[config.mk]
export PLATFORM = sky130hd
export DESIGN_NAME = ultrasonic_distance_top
export DESIGN_NICKNAME = d
export VERILOG_FILES = /design/src/rtl/ultrasonic_pkg.sv /design/src/rtl/bcd_counter3.sv /design/src/rtl/ultrasonic_distance_top.sv
export SDC_FILE = /design/constraint.sdc
export NUM_CORES = 1
export LEC_CHECK = 0
export CORE_ASPECT_RATIO = 1.5
export CORE_UTILIZATION = 35
export CTS_CLUSTER_DIAMETER = 60
export DETAILED_ROUTE_END_ITERATION = 10
export MAX_ROUTING_LAYER = met4
export PLACE_DENSITY = 0.51
export SLEW_MARGIN = 20
export SYNTH_ARGS = -nofsm -noshare
export SYNTH_HDL_FRONTEND = slang
export SYNTH_HIERARCHICAL = 1
export SYNTH_SLANG_ARGS = --single-unit
[constraint.sdc]
create_clock -name clk -period 5 [get_ports clk]
set_clock_uncertainty 0.05 [all_clocks]
set_input_delay 0.75 -clock clk [delete_from_list [all_inputs] [get_ports clk]]
set_output_delay 0.75 -clock clk [all_outputs]
set_load 0.03 [all_outputs]
[src/rtl/ultrasonic_pkg.sv]
// Shared types and default timing for the ultrasonic ranger.
package ultrasonic_pkg;

  typedef enum logic [2:0] {
    StIdle,
    StTrig,
    StWaitEcho,
    StMeasure,
    StDone
  } state_e;

  // Defaults assume a 50 MHz clock.
  localparam int unsigned DefTrigCycles   = 500;
  localparam int unsigned DefCyclesPerCm  = 2900;
  localparam int unsigned DefTimeoutCycles = 1900000;

  typedef logic [3:0] bcd_t;

  localparam bcd_t BcdNine  = 4'd9;
  localparam bcd_t OorDigit = 4'd9;

endpackage

[src/rtl/bcd_counter3.sv]
// Three-digit cascaded BCD counter, saturating at 999, with synchronous clear.
module bcd_counter3
  import ultrasonic_pkg::*;
(
  input  logic clk,
  input  logic rst,
  input  logic clear,
  input  logic inc,
  output bcd_t bcd0,
  output bcd_t bcd1,
  output bcd_t bcd2
);

  bcd_t d0_q, d1_q, d2_q;
  bcd_t d0_d, d1_d, d2_d;
  logic at_max;

  // Clear and increment in the same cycle yields 001.
  always_comb begin
    d0_d   = clear ? '0 : d0_q;
    d1_d   = clear ? '0 : d1_q;
    d2_d   = clear ? '0 : d2_q;
    at_max = (d0_d == BcdNine) && (d1_d == BcdNine) && (d2_d == BcdNine);
    if (inc && !at_max) begin
      if (d0_d == BcdNine) begin
        d0_d = '0;
        if (d1_d == BcdNine) begin
          d1_d = '0;
          d2_d = d2_d + 4'd1;
        end else begin
          d1_d = d1_d + 4'd1;
        end
      end else begin
        d0_d = d0_d + 4'd1;
      end
    end
  end

  always_ff @(posedge clk or negedge rst) begin
    if (!rst) begin
      d0_q <= '0;
      d1_q <= '0;
      d2_q <= '0;
    end else begin
      d0_q <= d0_d;
      d1_q <= d1_d;
      d2_q <= d2_d;
    end
  end

  assign bcd0 = d0_q;
  assign bcd1 = d1_q;
  assign bcd2 = d2_q;

endmodule

[src/rtl/ultrasonic_distance_top.sv]
// HC-SR04 style ranger: button fires a trigger pulse, echo width is converted to BCD centimetres.
module ultrasonic_distance_top
  import ultrasonic_pkg::*;
#(
  parameter int unsigned TRIG_CYCLES    = DefTrigCycles,
  parameter int unsigned CYCLES_PER_CM  = DefCyclesPerCm,
  parameter int unsigned TIMEOUT_CYCLES = DefTimeoutCycles
) (
  input  logic clk,
  input  logic rst,
  input  logic B,
  input  logic echo,
  output logic trigger,
  output bcd_t bcd0,
  output bcd_t bcd1,
  output bcd_t bcd2
);

  localparam int unsigned TrigW = $clog2(TRIG_CYCLES + 1);
  localparam int unsigned PreW  = $clog2(CYCLES_PER_CM + 1);
  localparam int unsigned TmoW  = $clog2(TIMEOUT_CYCLES + 1);

  localparam logic [TrigW-1:0] TrigLast = TrigW'(TRIG_CYCLES - 1);
  localparam logic [PreW-1:0]  PreLast  = PreW'(CYCLES_PER_CM - 1);
  localparam logic [TmoW-1:0]  TmoLast  = TmoW'(TIMEOUT_CYCLES - 1);

  logic b_meta_q, b_sync_q, b_prev_q;
  logic echo_meta_q, echo_sync_q, echo_prev_q;
  logic b_rise, echo_rise, echo_fall;

  state_e state_q, state_d;
  logic [TrigW-1:0] trig_cnt_q, trig_cnt_d;
  logic [PreW-1:0]  pre_q, pre_d, pre_base;
  logic [TmoW-1:0]  tmo_q, tmo_d;
  logic             oor_q, oor_d;
  logic             trigger_q, trigger_d;
  bcd_t             out0_q, out1_q, out2_q;
  bcd_t             out0_d, out1_d, out2_d;
  logic             cnt_clear, cnt_inc;
  bcd_t             cnt0, cnt1, cnt2;

  always_ff @(posedge clk or negedge rst) begin
    if (!rst) begin
      b_meta_q    <= 1'b0;
      b_sync_q    <= 1'b0;
      b_prev_q    <= 1'b0;
      echo_meta_q <= 1'b0;
      echo_sync_q <= 1'b0;
      echo_prev_q <= 1'b0;
    end else begin
      b_meta_q    <= B;
      b_sync_q    <= b_meta_q;
      b_prev_q    <= b_sync_q;
      echo_meta_q <= echo;
      echo_sync_q <= echo_meta_q;
      echo_prev_q <= echo_sync_q;
    end
  end

  assign b_rise    = b_sync_q & ~b_prev_q;
  assign echo_rise = echo_sync_q & ~echo_prev_q;
  assign echo_fall = ~echo_sync_q & echo_prev_q;

  always_ff @(posedge clk or negedge rst) begin
    if (!rst) begin
      state_q <= StIdle;
    end else begin
      state_q <= state_d;
    end
  end

  always_comb begin
    state_d = state_q;
    unique case (state_q)
      StIdle:     if (b_rise) state_d = StTrig;
      StTrig:     if (trig_cnt_q == TrigLast) state_d = StWaitEcho;
      StWaitEcho: begin
        if (echo_rise) state_d = StMeasure;
        else if (tmo_q == TmoLast) state_d = StDone;
      end
      StMeasure:  if (echo_fall || (tmo_q == TmoLast)) state_d = StDone;
      StDone:     state_d = StIdle;
      default:    state_d = StIdle;
    endcase
  end

  // The echo_rise cycle is itself a high cycle, so counting starts there from a zero base.
  always_comb begin
    trigger_d  = (state_d == StTrig);
    trig_cnt_d = '0;
    tmo_d      = '0;
    pre_d      = pre_q;
    oor_d      = oor_q;
    cnt_clear  = 1'b0;
    cnt_inc    = 1'b0;
    out0_d     = out0_q;
    out1_d     = out1_q;
    out2_d     = out2_q;
    pre_base   = (state_q == StWaitEcho) ? '0 : pre_q;
    case (state_q)
      StIdle: oor_d = 1'b0;
      StTrig: trig_cnt_d = trig_cnt_q + 1'b1;
      StWaitEcho: begin
        tmo_d = tmo_q + 1'b1;
        if (echo_rise) begin
          tmo_d     = '0;
          cnt_clear = 1'b1;
          if (pre_base == PreLast) begin
            pre_d   = '0;
            cnt_inc = 1'b1;
          end else begin
            pre_d = pre_base + 1'b1;
          end
        end else if (tmo_q == TmoLast) begin
          oor_d = 1'b1;
        end
      end
      StMeasure: begin
        tmo_d = tmo_q + 1'b1;
        if (echo_sync_q) begin
          if (pre_base == PreLast) begin
            pre_d   = '0;
            cnt_inc = 1'b1;
          end else begin
            pre_d = pre_base + 1'b1;
          end
        end
        if (echo_fall) begin
          out0_d = cnt0;
          out1_d = cnt1;
          out2_d = cnt2;
        end else if (tmo_q == TmoLast) begin
          oor_d = 1'b1;
        end
      end
      StDone: begin
        if (oor_q) begin
          out0_d = OorDigit;
          out1_d = OorDigit;
          out2_d = OorDigit;
        end
      end
      default: ;
    endcase
  end

  always_ff @(posedge clk or negedge rst) begin
    if (!rst) begin
      trig_cnt_q <= '0;
      pre_q      <= '0;
      tmo_q      <= '0;
      oor_q      <= 1'b0;
      trigger_q  <= 1'b0;
      out0_q     <= '0;
      out1_q     <= '0;
      out2_q     <= '0;
    end else begin
      trig_cnt_q <= trig_cnt_d;
      pre_q      <= pre_d;
      tmo_q      <= tmo_d;
      oor_q      <= oor_d;
      trigger_q  <= trigger_d;
      out0_q     <= out0_d;
      out1_q     <= out1_d;
      out2_q     <= out2_d;
    end
  end

  bcd_counter3 u_bcd_counter3 (
    .clk   (clk),
    .rst   (rst),
    .clear (cnt_clear),
    .inc   (cnt_inc),
    .bcd0  (cnt0),
    .bcd1  (cnt1),
    .bcd2  (cnt2)
  );

  assign trigger = trigger_q;
  assign bcd0    = out0_q;
  assign bcd1    = out1_q;
  assign bcd2    = out2_q;

endmodule

# After elaboration in Yosys (flattened, before gate mapping)
# Cells that the tools add are included.
[totals]
reg_bits = 77
latchBits = 0
ram_bits = 0
rom_bits = 0
input_bits = 4
wordCells = 101
memories = 0
[op_classes]
addsub = 6
mul = 0
div = 0
magnitude_cmp = 0
eq_ne = 17
n_shift = 0
n_mux = 42
bitwise_logic = 6
n_reduce_logical = 12
[op_table]
columns = ["operator", "n"]
rows = [
  ["$mux W4", 15],
  ["$mux W12", 4],
  ["$pmux W21 S2", 1],
  ["$pmux W12 S2", 1],
  ["$pmux W4 S2", 3],
  ["$add A21 B1 Y21 const B", 1],
  ["$eq A21 B21 Y1 const B", 1],
  ["$mux W21", 1],
  ["$mux W3", 5],
  ["$add A12 B1 Y12 const B", 1],
  ["$add A4 B1 Y4 const B", 3],
  ["$eq A12 B12 Y1 const B", 1],
  ["$eq A4 B4 Y1 const B", 3],
  ["$ne A2 B2 Y1 const B", 6],
  ["$pmux W3 S4", 1],
  ["$add A9 B1 Y9 const B", 1],
  ["$eq A9 B9 Y1 const B", 1],
  ["$mux W9", 1],
  ["$reduce_and A3 Y1", 3],
  ["$mux W1", 8],
  ["$eq A3 B1 Y1 const B", 2],
  ["$eq A3 B2 Y1 const B", 2],
  ["$reduce_bool A2 Y1", 2],
  ["$and A1 B1 Y1", 3],
  ["9 further kinds", 13],
]

# Logic depth before layout (Yosys ltp)
# Gate-level depths: netlist of run 1.
[depth]
ltp_word = 11
mapped_depth = 13

# Modules after synthesis
# Netlist of run 1, hierarchy kept.
[by_module_without_submodules]
columns = ["module", "n_inst", "cells_each", "area_per_inst_um2", "seq_area_each_um2"]
rows = [
  ["ultrasonic_distance_top", 1, 307, 3189.3, 1626.6],
  ["bcd_counter3", 1, 71, 747.0, 300.3],
]

# Worst setup path after synthesis of run 1
# No wires, ideal clock.
[synth_timing]
kind = "register to register"
from = "register state_q[1]"
to = "register u_bcd_counter3.d2_q[1] (netlist: u_bcd_counter3/bcd2[1])"
setup_ns = 0.125
arrival_ns = 2.846
required_ns = 4.825
path_slack_ns = 1.979
stages_incl_launch_ff = 13
synth_period_minus_slack_ns = 3.021
path_cell_list = "dfrtp_1 buf_6 or3b_4 and2_1 ha_1 nor4bb_1 and3_1 and3_1 clkbuf_1 and2_1 and3_2 and3_4 mux2_4"
[synth_lines]
columns = ["element", "line", "text"]
rows = [
  ["start, declared", "ultrasonic_distance_top.sv:31", "state_e state_q, state_d;"],
  ["start signal, assigned", "ultrasonic_distance_top.sv:66", "state_q <= StIdle;"],
  ["start signal, assigned", "ultrasonic_distance_top.sv:68", "state_q <= state_d;"],
  ["$eq A3 B2 Y1", "ultrasonic_distance_top.sv:99, ultrasonic_distance_top.sv:100", ""],
  ["$mux W12", "ultrasonic_distance_top.sv:99", "pre_base = (state_q == StWaitEcho) ? '0 : pre_q;"],
  ["$eq A12 B12 Y1", "ultrasonic_distance_top.sv:108, ultrasonic_distance_top.sv:121", ""],
  ["$mux W1", "ultrasonic_distance_top.sv:108, ultrasonic_distance_top.sv:121", ""],
  ["$mux W1, on equally long branches", "ultrasonic_distance_top.sv:120, ultrasonic_distance_top.sv:105", ""],
  ["$pmux W1 S2 (*)", "ultrasonic_distance_top.sv:100", "case (state_q)"],
  ["via cnt_inc", "ultrasonic_distance_top.sv:39", "logic cnt_clear, cnt_inc;"],
  ["$logic_and A1 B1 Y1 (*)", "bcd_counter3.sv:24", "if (inc && !at_max) begin"],
  ["$mux W4 (*)", "bcd_counter3.sv:24", ""],
  ["via u_bcd_counter3.d2_d[1]", "bcd_counter3.sv:15", "bcd_t d0_d, d1_d, d2_d;"],
  ["end signal, assigned", "bcd_counter3.sv:43", "d2_q <= '0;"],
  ["end signal, assigned", "bcd_counter3.sv:47", "d2_q <= d2_d;"],
  ["end, declared", "bcd_counter3.sv:14", "bcd_t d0_q, d1_q, d2_q;"],
]
# The timed path passes the listed nets; every way through them passes the cells marked *.
# A chain may end at the register's enable or synchronous reset.

# Worst setup path in the final report of run 1
[layout_timing]
from = "register state_q[0]"
to = "register u_bcd_counter3.d2_q[1] (netlist: u_bcd_counter3/bcd2[1])"
# Same word-level chain as after synthesis.

==> results of run 1 <==
==> path summary, 6_finish.rpt <==
kind,from,to,slack (ps)
max in group asynchronous,rst,tmo_q[3],3990
setup / recovery,state_q[0],u_bcd_counter3/bcd2[1],1620
hold reg to reg,b_meta_q,b_sync_q,300
min in group asynchronous,rst,pre_q[4],400
setup reg to reg,state_q[0],u_bcd_counter3/bcd2[1],1620
hold / removal,b_meta_q,b_sync_q,300
==> stage by stage <==
step	area, µm²	hold WS [ps]	utilization [%]
global placement	4165	287.3	37.88
finish	4496	298.7	40.88
detailed placement	4165	286.3	37.88
CTS	4492	299.4	40.85
floorplan	3936	281.2	-
global route	4496	306.0	40.88
==> kinds of logic after synthesis <==
kind of cell	after synthesis	synth area share (%)
buffers and inverters	24	3.719
adders and majority gates	5	1.589
AOI/OAI and AO/OA	73	12.72
xor gates and xnor gates	18	4.005
DFF	77	48.95
muxes	4	1.272
and+or+nand+nor	177	27.75
==> critical path: stages (launching register included) <==
cell and delay [ps]:
dfrtp_1 590, or3b_4 250, and2_1 160, ha_1 230, nor4bb_1 390, and3_1 230
and3_1 280, and2_1 300, and3_2 280, and3_4 210, mux2_4 300
==> sequential cells by signal, summed over array words and instances, names as in the netlist <==
name / cells
trig_cnt_q: 9
u_bcd_counter3/bcd1: 4
pre_q: 12
trigger: 1
u_bcd_counter3/bcd0: 4
u_bcd_counter3/bcd2: 4
bcd2: 4
bcd1: 4
b_sync_q: 1
bcd0: 4
b_meta_q: 1
oor_q: 1
echo_meta_q: 1
tmo_q: 21
echo_sync_q: 1
echo_prev_q: 1
state_q: 3
b_prev_q: 1
==> power by group through the flow <==
stage / registers (mW) / clock network [mW] / logic [mW]
3_5_place_dp: 0.682 / 0 / 0.0677
5_1_grt: 0.675 / 0.758 / 0.0748
4_1_cts: 0.672 / 0.735 / 0.0677
3_3_place_gp: 0.681 / 0 / 0.0649
2_1_floorplan: 0.676 / 0 / 0.0423
6_report: 0.671 / 0.714 / 0.0647
==> layout by cell type (no fill, tap or decap), drive strengths merged, types with 6 or more instances in the layout <==
cell type,count
a31oi,9
or3,8
dfrtp,77
xor2,12
nor2b,6
and2,8
clkbuf,12
and3,13
o22a,7
xnor2,6
nor4,7
inv,9
nand2,30
a21oi,16
o21ai,9
o31ai,7
or4,8
nand4,11
nand3,21
a22o,6
clkdlybuf4s50,15
nor2,28
==> area by class of cell <==
class	instances	share of cell area, %
repair buffers	16	3.590
clock inverters	4	1.559
flip-flops and latches	77	42.86
inverters	9	0.7515
well taps	147	4.091
clock buffers	12	5.706
multi-input cells	277	41.44
==> routing by layer <==
layer	global-route usage, %	share of wire [%]	up-vias
met1	19.37	46	1417
met2	24.62	49	24
li1	-	-	1414
met5	-	0	-
met4	8.423	2.9	0
met3	2.880	1.7	16
==> metrics.log, run 1 <==
[metrics] average size of a mapped cell: 10.41 µm²
[metrics] Cell Int Power: 1.137 mW
[metrics] synthesis-stage register bit count: 77
[metrics] layout filler cell count: 1085
[metrics] share of synthesized flip-flops with an asynchronous set or reset: 100.0%
[metrics] maximum ir drop on the vdd rail: 0.0001682 V
[metrics] placed cell count: 526
[metrics] num rows: 47
[metrics] x dimension of the die: 88.59 µm
[metrics] required time of the critical path: 5170 ps
[metrics] # nets final: 399
[metrics] total count of hold-check failures in the final report: 0
[metrics] critical path type: reg2reg
[metrics] maximum number of pins on one net before global-route repair: 78
[metrics] max cap viols: 0
[metrics] most frequent cell after synthesis: dfrtp_1
[metrics] switching power summed over all nets: 313.3 µW
[metrics] count of cell types in the netlist: 69
[metrics] Critical Path AT: 3550 ps
[metrics] number of search-and-repair iterations in the first detailed-routing pass: 4
[metrics] leading post-synthesis cells by instance count: 77 x dfrtp_1, 29 x nand2_1, 27 x nor2_1
[metrics] remaining antenna violation count after routing: 0
[metrics] CTS Sinks: 77
[metrics] Global Route Usage Sum: 15.87%
[metrics] # hold bufs at CTS: 0
[metrics] Synth warnings: 6
[metrics] effective utilization at floorplan: 35.79%
[metrics] Port Buf Inserts: 16
[metrics] slew margin rel.: 47.22%
[metrics] final-layout setup total negative slack: 0 ps
[metrics] CP max FO: 16
[metrics] top-area cell type share of the netlist area: 48.95%
[metrics] postcts setup bufs: 0
[metrics] max-slew violation total from the final report: 0
[metrics] Avg Vias per Cell: 5.297
[metrics] H-tree depth reported by CTS: 3
[metrics] post-route fraction of the period consumed by the critical path: 67.60%
[metrics] pre-CTS setup slack: 1669 ps
[metrics] violation count after the first detailed-routing iteration: 157
[metrics] endpoint type of the worst setup path: flip-flop
[metrics] Core Region: 0.01100 mm²
[metrics] Mapped Cells: 378
[metrics] gpl congestion: 0.7942
[metrics] count of placed standard cells in the final layout, fillers left out: 542
[metrics] Mapped Nets: 387
[metrics] WL final: 8.141 mm
[metrics] run status: finished, final reports clean
[metrics] number of antenna violations at the first check in global routing: 0
[metrics] area taken by flip-flops and latches: 0.001927 mm²
[metrics] switching part of the total power: 21.60%
[metrics] total area of multi-input combinational cells: 0.001863 mm²
[metrics] Setup Viol. Count Final: 0
[metrics] total congestion overflow: 0
[metrics] number of antenna repair diodes: 0
[metrics] Post-synth EDFFs: 0
[metrics] number of buffers added by the clock tree synthesis step: 9
[metrics] post-layout total power: 1.450 mW
[metrics] Routed wire per std cell: 15.02 µm
[metrics] via count of the first global-routing pass: 2807
[metrics] Post-CTS Resized: 0
[metrics] length in cells of the worst reg-to-reg path: 10
[metrics] number of DRC violations after detailed routing: 0
[metrics] worst setup slack after layout: 1620 ps
[metrics] clock-pin slew reported for the worst setup and hold paths after clock tree synthesis: 60 ps
[metrics] clock latency on the worst-skew pair: 330 ps
[metrics] via count: 2871
[metrics] fraction of power consumed by sequential logic: 46.3%
[metrics] number of buffers on the longest clock path: 2
[metrics] cell chosen for the clock root: clkbuf_16
[metrics] IO Pins: 17
[metrics] cell type with the highest aggregate area in the netlist: dfrtp_1
[metrics] cell leakage power: 1.925 nW
[metrics] Chip Height: 131.9 µm
[metrics] proportion of layout cells with a drive suffix above 1: 10.13%
[metrics] transition time at the pin with the least slew margin: 790.0 ps
[metrics] sequential area share after synthesis: 48.95%
[metrics] fmax: 0.2959 GHz
[metrics] post-layout min period: 3380 ps
[metrics] Hold Crit Class: reg2reg
[metrics] sum of net half-perimeters after detailed placement: 5.495 mm
[metrics] relative contribution of the clock network to total power: 49.3%
[metrics] first-pass GRT wire length: 13.72 mm
[metrics] largest cells by area after synthesis: dfrtp_1 49%, nand2_1 2.8%, xor2_1 2.7%, nor2_1 2.6%, nand3_1 2.5%
[metrics] flip-flop cell with the highest count after synthesis: dfrtp_1
[metrics] proportion of power drawn by combinational gates: 4.5%
[metrics] unrepaired setup endpoints after global routing: false
[metrics] clock tree from TritonCTS: built
[metrics] floorplan die area: 0.01168 mm²
[metrics] crit start category: flip-flop
[metrics] synthesis-to-layout area growth: 14.21%
[metrics] Synth Cell Area: 0.003936 mm²
[metrics] PwrDens: 322.6 mW/mm²
[metrics] WHS Path Cells: 0
No activity file was read; power rests on OpenSTA's default activity.
==> run 2, diff against run 1 <==
==> constraint.sdc (replaced) <==
create_clock -name clk -period 3.21 [get_ports clk]
set_clock_uncertainty 0.05 [all_clocks]
set_input_delay 0.4815 -clock clk [delete_from_list [all_inputs] [get_ports clk]]
set_output_delay 0.4815 -clock clk [all_outputs]
set_load 0.03 [all_outputs]
==> metrics.log, run 2 (same netlist as run 1, synthesis figures left out) <==
[metrics] run status: finished, final reports clean
[metrics] slew margin rel.: 47.22% (about the same)
[metrics] cell leakage power: 1.977 nW (+2.7%)
[metrics] Setup Viol. Count Final: 0 (unchanged)
[metrics] length in cells of the worst reg-to-reg path: 10 (unchanged)
[metrics] maximum number of pins on one net before global-route repair: 78 (unchanged)
[metrics] clock tree from TritonCTS: built
[metrics] CTS Sinks: 77 (unchanged)
[metrics] synthesis-to-layout area growth: 16.50%
[metrics] gpl congestion: 0.7776 (-2.1%)
[metrics] Chip Height: 131.9 µm (unchanged)
[metrics] Cell Int Power: 1.775 mW (+56%)
[metrics] Global Route Usage Sum: 16.62% (+0.75 points)
[metrics] CP max FO: 7 (-9)
[metrics] Core Region: 0.01100 mm² (unchanged)
[metrics] max cap viols: 0 (unchanged)
[metrics] clock-pin slew reported for the worst setup and hold paths after clock tree synthesis: 60 ps (about the same)
[metrics] via count: 2973 (+3.6%)
[metrics] Top reg by flops: tmo_q
[metrics] critical path type: reg2reg
[metrics] switching part of the total power: 21.67% (+0.067 points)
[metrics] largest registers: tmo_q: 21 flops, pre_q: 12 flops, trig_cnt_q: 9 flops
[metrics] max reg flops: 21 (unchanged)
[metrics] area taken by flip-flops and latches: 0.001927 mm² (unchanged)
[metrics] remaining antenna violation count after routing: 0 (unchanged)
[metrics] worst-case hold slack: 39.97 ps (-258.7 ps)
[metrics] crit start category: flip-flop
[metrics] number of buffers added by the clock tree synthesis step: 9 (unchanged)
[metrics] endpoint type of the worst setup path: flip-flop
[metrics] fmax: 0.3377 GHz (+14%)
[metrics] number of buffers on the longest clock path: 2 (unchanged)
[metrics] commonest non-fill, non-tap cell in the layout: dfrtp_1
[metrics] Port Buf Inserts: 16 (unchanged)
[metrics] Crit path depth: 10 (unchanged)
[metrics] layout filler cell count: 1067 (-1.7%)
[metrics] proportion of layout cells with a drive suffix above 1: 12.38% (+2.2 points)
[metrics] total area of multi-input combinational cells: 0.001869 mm² (+0.34%)
[metrics] switching power summed over all nets: 491.1 µW (+57%)
[metrics] sum of net half-perimeters after detailed placement: 5.756 mm (+4.8%)
[metrics] total congestion overflow: 0 (unchanged)
[metrics] number of DRC violations after detailed routing: 0 (unchanged)
[metrics] max-slew violation total from the final report: 0 (unchanged)
[metrics] proportion of power drawn by combinational gates: 4.9% (+0.4 points)
[metrics] maximum ir drop on the vdd rail: 0.0002515 V (+50%)
[metrics] fraction of power consumed by sequential logic: 46.0% (-0.3 points)
[metrics] postcts setup bufs: 0 (unchanged)
[metrics] cell chain of the critical path: or3b_4 -> and2_1 -> ha_1 -> nor4bb_2 -> and3_1 -> and3_1 -> and2_1 -> and3_2 -> and3_4 -> mux2_4
[metrics] x dimension of the die: 88.59 µm (unchanged)
[metrics] via count of the first global-routing pass: 2948 (+5.0%)
[metrics] Hold Crit Class: in2async
[metrics] num rows: 47 (unchanged)
[metrics] total count of hold-check failures in the final report: 0 (unchanged)
[metrics] Critical Path AT: 3130 ps (-420 ps)
[metrics] worst-path cell with the longest stage delay: dfrtp_1
[metrics] leading cell types in the layout, fill and taps excluded: 77 x dfrtp_1, 29 x nand2_1, 27 x nor2_1
[metrics] transition time at the pin with the least slew margin: 790.0 ps (-0.07826 ps)
[metrics] Avg Vias per Cell: 5.396 (+1.9%)
[metrics] IO Pins: 17 (unchanged)
[metrics] violation count after the first detailed-routing iteration: 193 (+23%)
[metrics] cell chosen for the clock root: clkbuf_16
[metrics] CP max stage delay: 370 ps (-220 ps)
[metrics] number of antenna violations at the first check in global routing: 0 (unchanged)
[metrics] unrepaired setup endpoints after global routing: false
[metrics] PwrDens: 494.3 mW/mm² (+53%)
[metrics] required time of the critical path: 3380 ps (-1790 ps)
[metrics] critical path buffer and inverter count: 0 (unchanged)
[metrics] floorplan die area: 0.01168 mm² (unchanged)
[metrics] post-route fraction of the period consumed by the critical path: 92.25% (+25 points)
[metrics] post-layout min period: 2961 ps (-418.7 ps)
[metrics] # nets final: 408 (+2.3%)
[metrics] effective utilization at floorplan: 35.79% (unchanged)
[metrics] number of search-and-repair iterations in the first detailed-routing pass: 4 (unchanged)
[metrics] WL final: 8.461 mm (+3.9%)
[metrics] Routed wire per std cell: 15.36 µm (+2.2%)
[metrics] number of antenna repair diodes: 0 (unchanged)
[metrics] post-layout total power: 2.267 mW (+56%)
[metrics] first-pass GRT wire length: 14.57 mm (+6.2%)
[metrics] clock latency on the worst-skew pair: 330 ps (about the same)
[metrics] cell family with the largest share of critical-path delay: simple AND/OR/NAND/NOR gates
[metrics] relative contribution of the clock network to total power: 49.1% (-0.2 points)
[metrics] final-layout setup total negative slack: 0 ps (unchanged)
[metrics] H-tree depth reported by CTS: 3 (unchanged)
## run 2: power by group through the flow
stage	clock network, mW	registers (mW)	logic (mW)
CTS	1.14	1.04	0.111
detailed placement	0	1.06	0.111
finish	1.11	1.04	0.111
global placement	0	1.06	0.106
floorplan	0	1.05	0.0660
global route	1.18	1.05	0.126
## run 2: final timing paths
kind	slack, ps	to	start
setup / recovery	250	u_bcd_counter3/bcd2[1]	state_q[1]
hold reg to reg	310	b_sync_q	b_meta_q
setup reg to reg	250	u_bcd_counter3/bcd2[1]	state_q[1]
min in group clk	310	b_sync_q	b_meta_q
max in group asynchronous	2500	tmo_q[3]	rst
hold / removal	40	pre_q[11]	rst
## run 2: layer usage
layer	part of all wire (%)	vias to the layer above	wire length [µm]	global-route usage (%)
met5	0	-	0	-
met4	2.0	0	173	6.541
met3	2.0	11	166	3.507
met2	50	29	4270	26.20
met1	46	1504	3850	20.58
li1	-	1429	-	-
## run 2: cell type report
class	instances	share of cell area [%]
Timing Repair Buffer	25	5.348
Clock inverter	4	1.528
Tap cell	147	4.011
Sequential cell	77	42.02
Inverter	9	0.7367
Multi-Input combinational cell	277	40.76
Clock buffer	12	5.593
## run 2: per-stage QoR
step / cell area [µm²] / util, % / setup WS [ps] / std cells
floorplan: 3936 / - / 188.7 / 378
global placement: 4225 / 38.42 / 294.6 / 534
detailed placement: 4225 / 38.42 / 234.7 / 534
CTS: 4552 / 41.39 / 193.8 / 550
global route: 4586 / 41.70 / 25.17 / 551
finish: 4586 / 41.70 / 248.9 / 551
## run 2: repair_timing
item                       4_1_cts  5_1_grt
hold endpoints to repair         0        0
hold buffers                     0        0
setup endpoints to repair        0        1
gates resized for setup          0        1
==> run 3, diff against run 2 <==
--- a/config.mk
+++ b/config.mk
@@ -6,11 +6,11 @@
 export NUM_CORES = 1
 export LEC_CHECK = 0
 export CORE_ASPECT_RATIO = 1.5
-export CORE_UTILIZATION = 35
+export CORE_UTILIZATION = 30
 export CTS_CLUSTER_DIAMETER = 60
 export DETAILED_ROUTE_END_ITERATION = 10
 export MAX_ROUTING_LAYER = met4
-export PLACE_DENSITY = 0.51
+export PLACE_DENSITY = 0.45
 export SLEW_MARGIN = 20
 export SYNTH_ARGS = -nofsm -noshare
 export SYNTH_HDL_FRONTEND = slang
==> constraint.sdc (replaced) <==
create_clock -name clk -period 3.8 [get_ports clk]
set_clock_uncertainty 0.05 [all_clocks]
set_input_delay 0.57 -clock clk [delete_from_list [all_inputs] [get_ports clk]]
set_output_delay 0.57 -clock clk [all_outputs]
set_load 0.03 [all_outputs]
==> metrics.log, run 3 (same netlist as run 1, synthesis figures left out) <==
[metrics] pre-CTS setup slack: 550.9 ps (+316.2 ps)
[metrics] total count of hold-check failures in the final report: 0 (unchanged)
[metrics] max reg flops: 21 (unchanged)
[metrics] endpoint type of the worst setup path: flip-flop
[metrics] final-layout setup total negative slack: 0 ps (unchanged)
[metrics] leading cell types in the layout, fill and taps excluded: 77 x dfrtp_1, 29 x nand2_1, 27 x nor2_1
[metrics] num rows: 50 (+6.4%)
[metrics] Post-CTS Resized: 0 (unchanged)
[metrics] number of antenna repair diodes: 0 (unchanged)
[metrics] remaining antenna violation count after routing: 0 (unchanged)
[metrics] layout filler cell count: 1293 (+21%)
[metrics] number of search-and-repair iterations in the first detailed-routing pass: 4 (unchanged)
[metrics] H-tree depth reported by CTS: 3 (unchanged)
[metrics] max cap viols: 0 (unchanged)
[metrics] cell leakage power: 1.944 nW (-1.7%)
[metrics] Global Route Usage Sum: 14.77% (-1.9 points)
[metrics] effective utilization at floorplan: 31.15% (-4.6 points)
[metrics] number of buffers added by the clock tree synthesis step: 9 (unchanged)
[metrics] utilization after layout: 35.93% (-5.8 points)
[metrics] Critical Path AT: 3450 ps (+320 ps)
[metrics] first-pass GRT wire length: 14.92 mm (+2.4%)
[metrics] total congestion overflow: 0 (unchanged)
[metrics] Chip Height: 142.3 µm (+7.9%)
[metrics] required time of the critical path: 3970 ps (+590 ps)
[metrics] slew margin rel.: 48.67% (+1.4 points)
[metrics] count of placed standard cells in the final layout, fillers left out: 553 (+0.36%)
[metrics] fmax: 0.3055 GHz (-9.5%)
[metrics] IO Pins: 17 (unchanged)
[metrics] CP max stage delay: 470 ps (+100 ps)
[metrics] postcts setup bufs: 0 (unchanged)
[metrics] run status: finished, final reports clean
[metrics] post-layout min period: 3274 ps (+312.6 ps)
[metrics] maximum ir drop on the vdd rail: 0.0002293 V (-8.8%)
[metrics] Avg Vias per Cell: 5.262 (-2.5%)
[metrics] max-slew violation total from the final report: 0 (unchanged)
[metrics] proportion of layout cells with a drive suffix above 1: 10.83% (-1.5 points)
[metrics] WL final: 8.687 mm (+2.7%)
[metrics] placed cell count: 537 (+0.56%)
[metrics] via count of the first global-routing pass: 3022 (+2.5%)
[metrics] cell chosen for the clock root: clkbuf_16
[metrics] maximum number of pins on one net before global-route repair: 78 (unchanged)
[metrics] sum of net half-perimeters after detailed placement: 5.849 mm (+1.6%)
[metrics] # hold bufs at CTS: 0 (unchanged)
[metrics] number of antenna violations at the first check in global routing: 0 (unchanged)
[metrics] gpl congestion: 0.7604 (-2.2%)
[metrics] worst setup slack after layout: 526.4 ps (+277.4 ps)
[metrics] number of buffers on the longest clock path: 2 (unchanged)
[metrics] CTS Sinks: 77 (unchanged)
[metrics] post-route fraction of the period consumed by the critical path: 86.15% (-6.1 points)
[metrics] Routed wire per std cell: 15.71 µm (+2.3%)
[metrics] cell chain of the critical path: or3b_4 -> and2_1 -> ha_1 -> nor4bb_1 -> and3_1 -> and3_1 -> and2_1 -> and3_2 -> and3_4 -> mux2_4
[metrics] clock-pin slew reported for the worst setup and hold paths after clock tree synthesis: 60 ps (about the same)
[metrics] via count: 2910 (-2.1%)
[metrics] number of DRC violations after detailed routing: 0 (unchanged)
[metrics] # nets final: 401 (-1.7%)
[metrics] transition time at the pin with the least slew margin: 768.3 ps (-21.67 ps)
[metrics] Port Buf Inserts: 16 (unchanged)
[metrics] clock tree from TritonCTS: built
[metrics] x dimension of the die: 95.53 µm (+7.8%)
[metrics] largest registers: tmo_q: 21 flops, pre_q: 12 flops, trig_cnt_q: 9 flops
[metrics] CP max FO: 10 (+3)
[metrics] Core Region: 0.01264 mm² (+15%)
[metrics] Top reg by flops: tmo_q
[metrics] violation count after the first detailed-routing iteration: 96 (-50%)
[metrics] unrepaired setup endpoints after global routing: false
[metrics] worst-case hold slack: 222.0 ps (+182.0 ps)
[metrics] worst-path cell with the longest stage delay: dfrtp_1
[metrics] commonest non-fill, non-tap cell in the layout: dfrtp_1
[metrics] Hold Crit Class: in2async
[metrics] crit start category: flip-flop
[metrics] clock latency on the worst-skew pair: 340 ps (about the same)
[metrics] critical path type: reg2reg
[metrics] synthesis-to-layout area growth: 15.35%
[metrics] Setup Viol. Count Final: 0 (unchanged)
[metrics] PwrDens: 428.7 mW/mm² (-13%)
[metrics] floorplan die area: 0.01359 mm² (+16%)
[run 3: path summary, 6_finish.rpt]
path                       cells after the start   startpoint                endpoint  slack, ps
max                                           10   state_q[1]  u_bcd_counter3/bcd2[1]        530
min                                            1          rst                pre_q[5]        220
max reg2reg                                   10   state_q[1]  u_bcd_counter3/bcd2[1]        530
min reg2reg                                    0  echo_meta_q             echo_sync_q        300
max in group asynchronous                      1          rst               tmo_q[14]       2990
min in group clk                               0  echo_meta_q             echo_sync_q        300
[run 3: where the power goes]
group | leakage [nW] | total, mW | switching [mW] | internal [mW]
clock network | 0.172 | 0.977 | 0.331 | 0.646
registers | 1.05 | 0.878 | 0.0280 | 0.850
logic | 0.725 | 0.0912 | 0.0526 | 0.0386
[run 3: critical path: cells and delay by family, from the launching register on]
kind | cells | cell delay (ps)
adders and majority gates | 1 | 230
muxes | 1 | 290
DFF | 1 | 470
and+or+nand+nor | 8 | 2130
[run 3: final cells by class]
cell class	instances	area [µm²]	area share, %
Clock buffer	13	280.3	6.173
Sequential cell	77	1927	42.44
Timing Repair Buffer	18	176.4	3.885
Tap cell	156	195.2	4.299
Clock inverter	3	65.06	1.433
Multi-Input combinational cell	277	1863	41.03
Inverter	9	33.78	0.7440
[run 3: routing by layer]
metal / up-vias / GRT usage, % / part of all wire (%)
met5: - / - / 0
met4: 0 / 7.855 / 2.5
met3: 16 / 2.190 / 1.9
met2: 28 / 23.53 / 50
met1: 1450 / 17.82 / 46
li1: 1416 / - / -
[run 3: per-stage QoR]
| step | cell area [µm²] | power, mW |
|---|---|---|
| floorplan | 3936 | 0.9457 |
| global placement | 4192 | 0.9846 |
| finish | 4541 | 1.947 |
| CTS | 4537 | 1.978 |
| detailed placement | 4192 | 0.9869 |
| global route | 4541 | 2.022 |
